==> src/rtl/walk_scheduler.sv <==
// Round-robin scheduler sharing one LED walker between NUM_REQ buttons.
// Optional watchdog on the walker's busy acknowledge: define WALK_SCHED_TIMEOUT_EN.
module walk_scheduler #(
    parameter int NUM_REQ     = 4,
    parameter int ACK_TIMEOUT = 15
) (
    input  logic               i_clk,
    input  logic               i_rst_n,
    input  logic [NUM_REQ-1:0] i_req,
    input  logic               i_walker_busy,
    output logic               o_start,
    output logic [NUM_REQ-1:0] o_grant,
    output logic [NUM_REQ-1:0] o_pending,
    output logic               o_timeout
);

    localparam int PW = (NUM_REQ > 1) ? $clog2(NUM_REQ) : 1;
    localparam logic [NUM_REQ-1:0] ONE_HOT0 = {{(NUM_REQ-1){1'b0}}, 1'b1};

    generate
        if (NUM_REQ < 2 || NUM_REQ > 8 || ACK_TIMEOUT < 1 || ACK_TIMEOUT > 255) begin : g_param_check
            $error("walk_scheduler: parameter out of range");
        end
    endgenerate

    typedef enum logic [1:0] {
        IDLE      = 2'd0,
        START     = 2'd1,
        WAIT_BUSY = 2'd2,
        RUN       = 2'd3
    } state_t;

    state_t             state_q;
    logic [NUM_REQ-1:0] sync1_q;
    logic [NUM_REQ-1:0] sync2_q;
    logic [NUM_REQ-1:0] prev_q;
    logic [NUM_REQ-1:0] rise_q;
    logic [NUM_REQ-1:0] pending_q;
    logic [NUM_REQ-1:0] pending_d;
    logic [NUM_REQ-1:0] grant_q;
    logic [NUM_REQ-1:0] clr_mask;
    logic [PW-1:0]      ptr_q;
    logic [PW-1:0]      owner_q;
    logic [PW-1:0]      ptr_d;
    logic [PW-1:0]      win_idx;
    logic               win_found;
    logic               start_q;
    logic               timeout_q;
`ifdef WALK_SCHED_TIMEOUT_EN
    logic [7:0]         wd_cnt_q;
`endif

    // Scan downward so the lowest offset from the pointer is assigned last and wins.
    always_comb begin
        logic [PW-1:0] idx_w;
        idx_w     = '0;
        win_found = 1'b0;
        win_idx   = '0;
        for (int i = NUM_REQ - 1; i >= 0; i--) begin
            idx_w = PW'((int'(ptr_q) + i) % NUM_REQ);
            if (pending_q[idx_w]) begin
                win_found = 1'b1;
                win_idx   = idx_w;
            end
        end
    end

    always_comb begin
        clr_mask = '0;
        if (state_q == IDLE && win_found) begin
            clr_mask = ONE_HOT0 << win_idx;
        end
        // A fresh edge in the same cycle as the clear keeps the bit set.
        pending_d = (pending_q & ~clr_mask) | rise_q;
        ptr_d     = (owner_q == PW'(NUM_REQ - 1)) ? '0 : owner_q + 1'b1;
    end

    always_ff @(posedge i_clk or negedge i_rst_n) begin
        if (!i_rst_n) begin
            sync1_q   <= '0;
            sync2_q   <= '0;
            prev_q    <= '0;
            rise_q    <= '0;
            pending_q <= '0;
            grant_q   <= '0;
            ptr_q     <= '0;
            owner_q   <= '0;
            start_q   <= 1'b0;
            timeout_q <= 1'b0;
            state_q   <= IDLE;
`ifdef WALK_SCHED_TIMEOUT_EN
            wd_cnt_q  <= '0;
`endif
        end else begin
            sync1_q   <= i_req;
            sync2_q   <= sync1_q;
            prev_q    <= sync2_q;
            rise_q    <= sync2_q & ~prev_q;
            pending_q <= pending_d;
            start_q   <= 1'b0;
            case (state_q)
                IDLE: begin
                    if (win_found) begin
                        grant_q <= clr_mask;
                        owner_q <= win_idx;
                        start_q <= 1'b1;
                        state_q <= START;
                    end
                end
                START: begin
                    state_q <= WAIT_BUSY;
`ifdef WALK_SCHED_TIMEOUT_EN
                    wd_cnt_q <= '0;
`endif
                end
                WAIT_BUSY: begin
                    if (i_walker_busy) begin
                        state_q <= RUN;
`ifdef WALK_SCHED_TIMEOUT_EN
                    end else if (wd_cnt_q == 8'(ACK_TIMEOUT - 1)) begin
                        timeout_q <= 1'b1;
                        grant_q   <= '0;
                        ptr_q     <= ptr_d;
                        state_q   <= IDLE;
                    end else begin
                        wd_cnt_q <= wd_cnt_q + 8'd1;
`endif
                    end
                end
                RUN: begin
                    if (!i_walker_busy) begin
                        grant_q <= '0;
                        ptr_q   <= ptr_d;
                        state_q <= IDLE;
                    end
                end
                default: state_q <= IDLE;
            endcase
        end
    end

    assign o_start   = start_q;
    assign o_grant   = grant_q;
    assign o_pending = pending_q;
    assign o_timeout = timeout_q;

endmodule

==> config.mk <==
export PLATFORM = sky130hd
export DESIGN_NAME = walk_scheduler
export DESIGN_NICKNAME = d
export VERILOG_FILES = /design/src/rtl/walk_scheduler.sv
export SDC_FILE = /design/constraint.sdc
export NUM_CORES = 1
export LEC_CHECK = 0
export CAP_MARGIN = 15
export CORE_UTILIZATION = 52
export CTS_CLUSTER_SIZE = 40
export DETAILED_ROUTE_END_ITERATION = 6
export PLACE_DENSITY = 0.74
export SYNTH_ARGS = -nofsm -noshare
export SYNTH_HDL_FRONTEND = slang
export SYNTH_SLANG_ARGS = --single-unit
==> constraint.sdc <==
create_clock -name i_clk -period 1.9 [get_ports i_clk]
set_input_delay 0.57 -clock i_clk [delete_from_list [all_inputs] [get_ports i_clk]]
set_output_delay 0.57 -clock i_clk [all_outputs]
set_load 0.05 [all_outputs]
[Yosys cells after proc, flatten, opt, wreduce, memory -nomap -nowiden]
Index checks and enable logic that the tools add are counted.
Operators by class
  add/sub/neg operators: 4
  order comparisons: 4
  equal/unequal tests: 7
  shifts and indexed selects: 1
  mux-type cells: 27
  bitwise logic cells: 6
  reductions and logical operators: 7
Operators with widths (number)
  $mux 2: 8
  $lt 2x3->1 const B: 4
  $mux 4: 3
  $mux 1: 10
  $and 4x4->4: 2
  $bmux 1 s2: 4
  $not 4->4: 2
  $pmux 2 s4: 1
  $pmux 4 s2: 1
  $eq 2x2->1 const B: 3
  $ne 2x2->1 const B: 3
  $reduce_and 3->1: 2
  $add 2x1->2 const B: 2
  $add 2x2->2 const B: 2
  $or 4x4->4: 1
  $reduce_and 2->1: 2
  $shl 1x2->4 const A: 1
  $eq 2x1->1 const B: 1
  $logic_not 2->1: 1
  $reduce_bool 2->1: 1
  $logic_and 1x1->1: 1
  $not 1->1: 1
Storage, ports and cells
  register bits after elaboration: 31
  output and inout bits: 10
  logic and storage cells: 66

[Logic depth before layout (Yosys ltp)]
Gate-level depths: netlist of run 1.
  word-level depth: 12
  depth in mapped cells: 6
  mapped depth without buffers: 6

[Least setup slack after synthesis of run 1]
Ideal clock, no wire load.
  path type: reg-to-reg
  start: register pending_q[3] (netlist: o_pending[3])
  end: register state_q[1]
  library setup time: 125 ps
  data arrival time: 1519 ps
  required time: 1775 ps
  slack: 256 ps
  stages on the path, launching flop included: 5
  buffers on the path: 0
  cell sequence: dfrtp_1 nor4_2 a21o_1 a21oi_1 mux2_2
Between the ends
  word-level cells in the longest chain between the ends: 8
  elaborated cells on any way between the ends: 14
RTL lines
  from (decl): RTL line 38  | logic [NUM_REQ-1:0] pending_q;
  from (signal assigned): RTL line 99  | pending_q <= pending_d;
  $bmux 1 s2: RTL line 61  | if (pending_q[idx_w]) begin
  $mux 1 (implied by the code): RTL line 61
  $mux 1 (3 in series): RTL line 61
  $mux 1 (*): RTL line 61
  $ne 2x2->1 (no line) (*)
  $reduce_and 3->1 (no line) (*)
  to (signal assigned): RTL line 90  | state_q <= IDLE;
  to (signal assigned): RTL line 107  | state_q <= START;
  to (signal assigned): RTL line 111  | state_q <= WAIT_BUSY;
  to (decl): RTL line 33  | state_t state_q;
Every way passes the cells marked *; elsewhere a longest branch is shown, timed or not. The select of a mux whose other input is x is not followed.
A chain may end at the register's enable or synchronous reset.

[Final worst setup path of run 1]
  start: register state_q[1]
  end: register state_q[1]
Between the ends
  word-level cells in the longest chain between the ends: 3
  elaborated cells on any way between the ends: 9
RTL lines
  $eq 2x2->1 or $logic_not 2->1 (tied branches): RTL line 101  | case (state_q)
  $ne 2x2->1 (no line)
  $reduce_and 3->1 (no line)
Several ways; a longest one is shown, not always the timed one.

==> results of run 1 <==
==> state kept, by name (all words and copies together), names as in the netlist <==
register   count
sync1_q        4
o_grant        4
state_q        2
prev_q         4
sync2_q        4
owner_q        2
ptr_q          2
o_pending      4
rise_q         4
o_start        1
==> metal layers <==
| layer | track usage, % | share of wire [%] |
|---|---|---|
| met2 | 37.1 | 52 |
| met3 | 7.88 | 4.9 |
| met4 | 8.80 | 1.6 |
| met5 | 0 | 0 |
| met1 | 24.9 | 41 |
==> where the power goes <==
part	switching [W]	internal, W	total, W
combinational	0.000676	0.000457	0.00113
clock	0.000204	0.000216	0.000420
sequential	0.000164	0.000810	0.000974
==> Yosys cell counts, drive strengths merged, types with 2 or more instances <==
master / number / area share, %
dfrtp: 31 / 63
nor2: 10 / 3.1
nand2: 9 / 2.8
ha: 5 / 5.1
inv: 5 / 1.5
a31oi: 4 / 2.0
nor2b: 4 / 2.0
o41ai: 4 / 2.9
nand2b: 3 / 2.1
a21o: 2 / 1.2
a21oi: 2 / 0.82
buf: 2 / 1.5
mux2: 2 / 1.8
o21ai: 2 / 0.82
==> kinds of logic after synthesis <==
kind of cell / after synthesis / synth area share (%)
AND/OR/NAND/NOR: 30 / 12.9
other: 1 / 0.306
flip-flops: 31 / 63.3
adder cells (fa/ha/maj): 5 / 5.10
buffers and inverters: 7 / 3.06
AO/OA/AOI/OAI: 20 / 12.8
multiplexers: 3 / 2.65
==> cell type report <==
cell class	count	area, µm²
Clock buffer	7	65.1
Sequential cell	31	776
Timing Repair Buffer	16	185
Multi-Input combinational cell	59	413
Fill cell	173	712
Tap cell	28	35.0
Inverter	5	18.8
Clock inverter	1	7.51
==> through the flow <==
| stage | instance area, µm² | hold slack, ps |
|---|---|---|
| floorplan | 1230 | 274 |
| finish | 1500 | 356 |
| detailed placement | 1430 | 340 |
| CTS | 1500 | 365 |
| global route | 1500 | 366 |
| global placement | 1430 | 336 |
==> worst register-to-register path, cell delays in order (launching register included) <==
cell	delay (ps)
dfrtp_1	420
ha_1	270
and2_1	180
a21o_1	160
a21oi_1	170
mux2_2	350
==> worst max path at each step <==
stage | startpoint | to | slack (ps) | depth (start not counted)
3_3_place_gp | i_walker_busy | state_q[1] | -40 | 5
4_1_cts | state_q[1] | state_q[1] | 240 | 5
6_report | state_q[1] | state_q[1] | 240 | 5
2_1_floorplan | o_pending[3] | state_q[1] | 260 | 4
5_1_grt | state_q[1] | state_q[1] | 90 | 5
3_5_place_dp | i_walker_busy | state_q[1] | -70 | 5
==> impl_metrics.tcl, run 1 <==
set metrics [dict create \
    dp_slack_ps -66.5 \
    crit_required_ps 2110 \
    start_util_pct 55.4 \
    post_drt_wl_per_cell_um 14.4 \
    max_freq_mhz 603 \
    grt_setup_unrepaired "no" \
    timing.rr.start "state_q[1]" \
    vias 795 \
    die_area_um2 2560 \
    ir_worst_vdd_v 0.000900 \
    hold-path-endpoint "sync2_q[3]" \
    drc 0 \
    path_clk_slew_ps 90 \
    path_cells "ha_1 -> and2_1 -> a21o_1 -> a21oi_1 -> mux2_2" \
    relSlewSlack_pct 62.1 \
    area_growth_pct 22.3 \
    fin_total_pwr_w 0.00253 \
    crit_arrival_ps 1870 \
    synth_area_per_cell_um2 12.6 \
    syn_nets 109 \
    hold_viol 0 \
    crit_path_start_kind "register" \
    setup_slack_ps 241 \
    r2r_slack_ps 240 \
    synth-edff-count 0 \
    hpwlAfterDp_um 1590 \
    cts_buffers 5 \
    drv_cap 0 \
    ctsResizeCount 0 \
    hold_buffers 0 \
    cts_setup_buffers 0 \
    tns_ps 0 \
    drtIter0Drc 7 \
    pin_count 17 \
    async_flop_share_pct 100 \
    drt_wl_total_um 2120 \
    rows 17 \
    synth_area_um2 1230 \
    timing.final.crit_period_ps 1660 \
    powerDensity_nw_per_um2 1680 \
    grt_max_degree 32 \
    drtPass1Iterations 4 \
    yosysWarnings 1 \
    yosysSeqAreaShare_pct 63.3 \
    slowest_stage "dfrtp_1" \
    drv_slew 0 \
    critPathMaxFanout 7 \
    min_period_over_period_pct 87.3 \
    die_x_um 50.6 \
    path_buf_inv 0 \
    max_stage_delay_ps 420 \
    htree_levels 2 \
    antenna_found_initial 0 \
    final_cell_mix "dfrtp_1, nor2_1, nand2_1" \
    track_usage_pct 21.9 \
    cts.path.max_buffers 2 \
    grt_pass1_wl_um 3930 \
    final_common_cell "dfrtp_1" \
    nets 130 \
    cts.sinks 31 \
    reg2reg_to "state_q[1]" \
    setup_violations 0 \
    crit_type "reg -> reg" \
    status "finished clean" \
    endpoint_kind "register" \
    skew_ps 10.3 \
    numPlacedInstances 139 \
    synthesis.instances 97 \
    fin_cells 147 \
    synth-seq-cells 31 \
    grt_overflow 0 \
    die_h_um 50.6 \
    cts_tree "yes" \
    worstHoldStart "sync1_q[3]" \
    io_buffers 15 \
    viasPerCell 5.41 \
    worstMarginPinSlew_ps 568 \
    min_path_cells 0 \
    antennaDiodeCount 0 \
    hold_path_class "reg -> reg" \
    cpLargestDelayFamily "flip-flops" \
    core_area_um2 2210 \
    drtAntennaViolNets 0 \
    layout-drive-gt1-share_pct 21.0 \
    total_leakage_power_nw 0.707 \
    finalWeightedCongestion 0.757 \
    clock-root-buffer "clkbuf_4" \
    synth_flop_cell "dfrtp_1" \
    yosysUniqueCellTypes 28 \
    fin_util_pct 67.8 \
    r2r_cells 5 \
    clock_latency_ps 310 \
    grt_pass1_vias 863 \
]
(Power assumes the default switching activity.)
==> run 2, diff against run 1 <==
--- a/config.mk
+++ b/config.mk
@@ -5,8 +5,9 @@
 export SDC_FILE = /design/constraint.sdc
 export NUM_CORES = 1
 export LEC_CHECK = 0
+export ABC_AREA = 1
 export CAP_MARGIN = 15
-export CORE_UTILIZATION = 52
+export CORE_UTILIZATION = 53
 export CTS_CLUSTER_SIZE = 40
 export DETAILED_ROUTE_END_ITERATION = 6
 export PLACE_DENSITY = 0.74
==> run 2 against run 1 <==
  * Combinational power up 58%
  * Synthesized cell count up 66%
  * Setup slack worse by 27 ps
  * Clock power up 28%
  * Wire length up 24%
  * Critical endpoint is now o_pending[0]
  * Largest cell class unchanged
  * Register-to-register slack worse by 30 ps
  * Via count up 30%
  * Die area up 13%
==> impl_metrics.tcl, run 2 <==
set metrics [dict create \
    fin_total_pwr_w 0.00329 \
    finalWeightedCongestion 0.818 \
    internal_power_w 0.00171 \
    start_util_pct 57.0 \
    hold_ws_ps 356 \
    grt_setup_unrepaired "no" \
    cts_tree "yes" \
    power_switching_w 0.00158 \
    status "finished clean" \
    cts.path.max_buffers 2 \
    cts_setup_buffers 0 \
    cts_buffers 5 \
    drtPass1Iterations 4 \
    synth_common_cells "nand2_1, dfrtp_1, inv_1, nand2_2, nor2_1" \
    crit_arrival_ps 1920 \
    pin_count 17 \
    p_seq_share_pct 29.7 \
    yosysUniqueCellTypes 21 \
    synth_top_area_cell "dfrtp_1" \
    skew_ps 12.5 \
    ir_worst_vdd_v 0.00155 \
    drtAntennaViolNets 0 \
    drc 0 \
    crit_path_start_kind "register" \
    drt_wl_total_um 2640 \
    die_x_um 53.8 \
    critPathMaxFanout 13 \
    netSwitchingFraction_pct 48.1 \
    viasPerCell 4.84 \
    die_h_um 53.8 \
    io_buffers 15 \
    total_leakage_power_nw 0.898 \
    rows 18 \
    reg2reg_to "o_pending[0]" \
    grt_pass1_wl_um 4100 \
    drtIter0Drc 15 \
    drv_cap 0 \
    hold_path_class "reg -> reg" \
    synthDominantCellAreaShare_pct 54.5 \
    htree_levels 2 \
    core_area_um2 2500 \
    die_area_um2 2900 \
    tns_ps 0 \
    synth_flop_cell "dfrtp_1" \
    synth.top_cells.by_area "dfrtp_1, nand2_1, nand2_2" \
    cts.sinks 31 \
    grt_overflow 0 \
    post_drt_wl_per_cell_um 12.4 \
    track_usage_pct 20.9 \
    crit_type "reg -> reg" \
    min_period_over_period_pct 88.8 \
    final_cell_mix "nand2_1, dfrtp_1, inv_1" \
    grt_max_degree 32 \
    hpwlAfterDp_um 1960 \
    hold_buffers 0 \
    hold_viol 0 \
    synth-edff-count 0 \
    syn_nets 173 \
    synthesis.instances 161 \
    synth-seq-cells 31 \
    max_freq_mhz 593 \
    r2r_cells 10 \
    yosysSeqAreaShare_pct 54.5 \
    yosysMostFrequentCell "nand2_1" \
    clock-root-buffer "clkbuf_4" \
    synth_area_um2 1420 \
    nets 194 \
    timing.final.crit_period_ps 1690 \
    min_path_cells 0 \
    drv_slew 0 \
    powerDensity_nw_per_um2 1950 \
    clock_latency_ps 330 \
    endpoint_kind "register" \
    r2r_slack_ps 210 \
    final_common_cell "nand2_1" \
    worstHoldStart "sync1_q[1]" \
    hold-path-endpoint "sync2_q[1]" \
    comb_power_share_pct 54.0 \
    synth_area_per_cell_um2 8.84 \
    yosysWarnings 1 \
    timing.rr.start "ptr_q[0]" \
    setup_violations 0 \
    layout-drive-gt1-share_pct 23.5 \
    antennaDiodeCount 0 \
    clkPwrFrac_pct 16.3 \
    path_clk_slew_ps 100 \
    ctsResizeCount 0 \
    async_flop_share_pct 100 \
    crit_required_ps 2130 \
    grt_pass1_vias 950 \
    antenna_found_initial 0 \
    area_growth_pct 18.7 \
    vias 1031 \
]
run 2: worst max path at each step:
| stage | startpoint | cells after the start | end | slack [ps] |
|---|---|---|---|---|
| 3_5_place_dp | ptr_q[0] | 11 | o_grant[3] | 140 |
| 3_3_place_gp | ptr_q[0] | 11 | o_grant[3] | 200 |
| 4_1_cts | ptr_q[0] | 11 | o_grant[3] | 100 |
| 2_1_floorplan | o_pending[0] | 11 | o_pending[2] | 290 |
| 6_report | ptr_q[0] | 10 | o_pending[0] | 210 |
| 5_1_grt | ptr_q[0] | 12 | o_pending[1] | 60 |
run 2: logic make-up after synthesis:
kind of cell | Yosys count | share of synthesized area, %
buf+inv | 24 | 7.12
fa+ha+maj | 5 | 4.39
other cells | 1 | 0.263
compound gates | 14 | 6.24
simple gates | 86 | 27.5
flops | 31 | 54.5
run 2: power by group through the flow:
stage                     clock (W)  combinational [W]  sequential (W)
after global placement            0            0.00171        0.000981
final                      0.000536            0.00178        0.000979
after detailed placement          0            0.00176        0.000990
after floorplan                   0            0.00115         0.00116
after CTS                  0.000544            0.00177        0.000977
after global routing       0.000577            0.00195         0.00100
run 2: metrics by stage:
stage          setup slack [ps]  instances  util [%]  area, µm²
6_report                    213        213      67.6       1690
3_5_place_dp                143        205      64.1       1600
4_1_cts                    98.0        213      67.6       1690
2_1_floorplan               295        161         -       1420
5_1_grt                    58.6        213      67.6       1690
3_3_place_gp                202        205      64.1       1600
run 2: critical path: stages (launching register included):
cell	delay [ps]
dfrtp_2	510
inv_2	150
nand2_1	70
nand2_1	100
nand2_1	90
nand2_2	100
nor2_4	60
a21oi_2	220
nand4_1	170
nand2_1	90
nand2_1	50
run 2: routing by layer:
| metal | vias to the layer above | track usage (%) | part of all wire [%] |
|---|---|---|---|
| met5 | - | 0 | 0 |
| met4 | 0 | 8.77 | 2.5 |
| met3 | 9 | 8.76 | 4.8 |
| met2 | 26 | 31.3 | 45 |
| met1 | 463 | 26.6 | 47 |
| li1 | 533 | - | - |
run 2: layout make-up:
cell class / instances / area [µm²]
Clock buffer: 6 / 51.3
Clock inverter: 2 / 35.0
Inverter: 22 / 82.6
Timing Repair Buffer: 16 / 160
Fill cell: 201 / 810
Tap cell: 30 / 37.5
Multi-Input combinational cell: 106 / 547
Sequential cell: 31 / 777
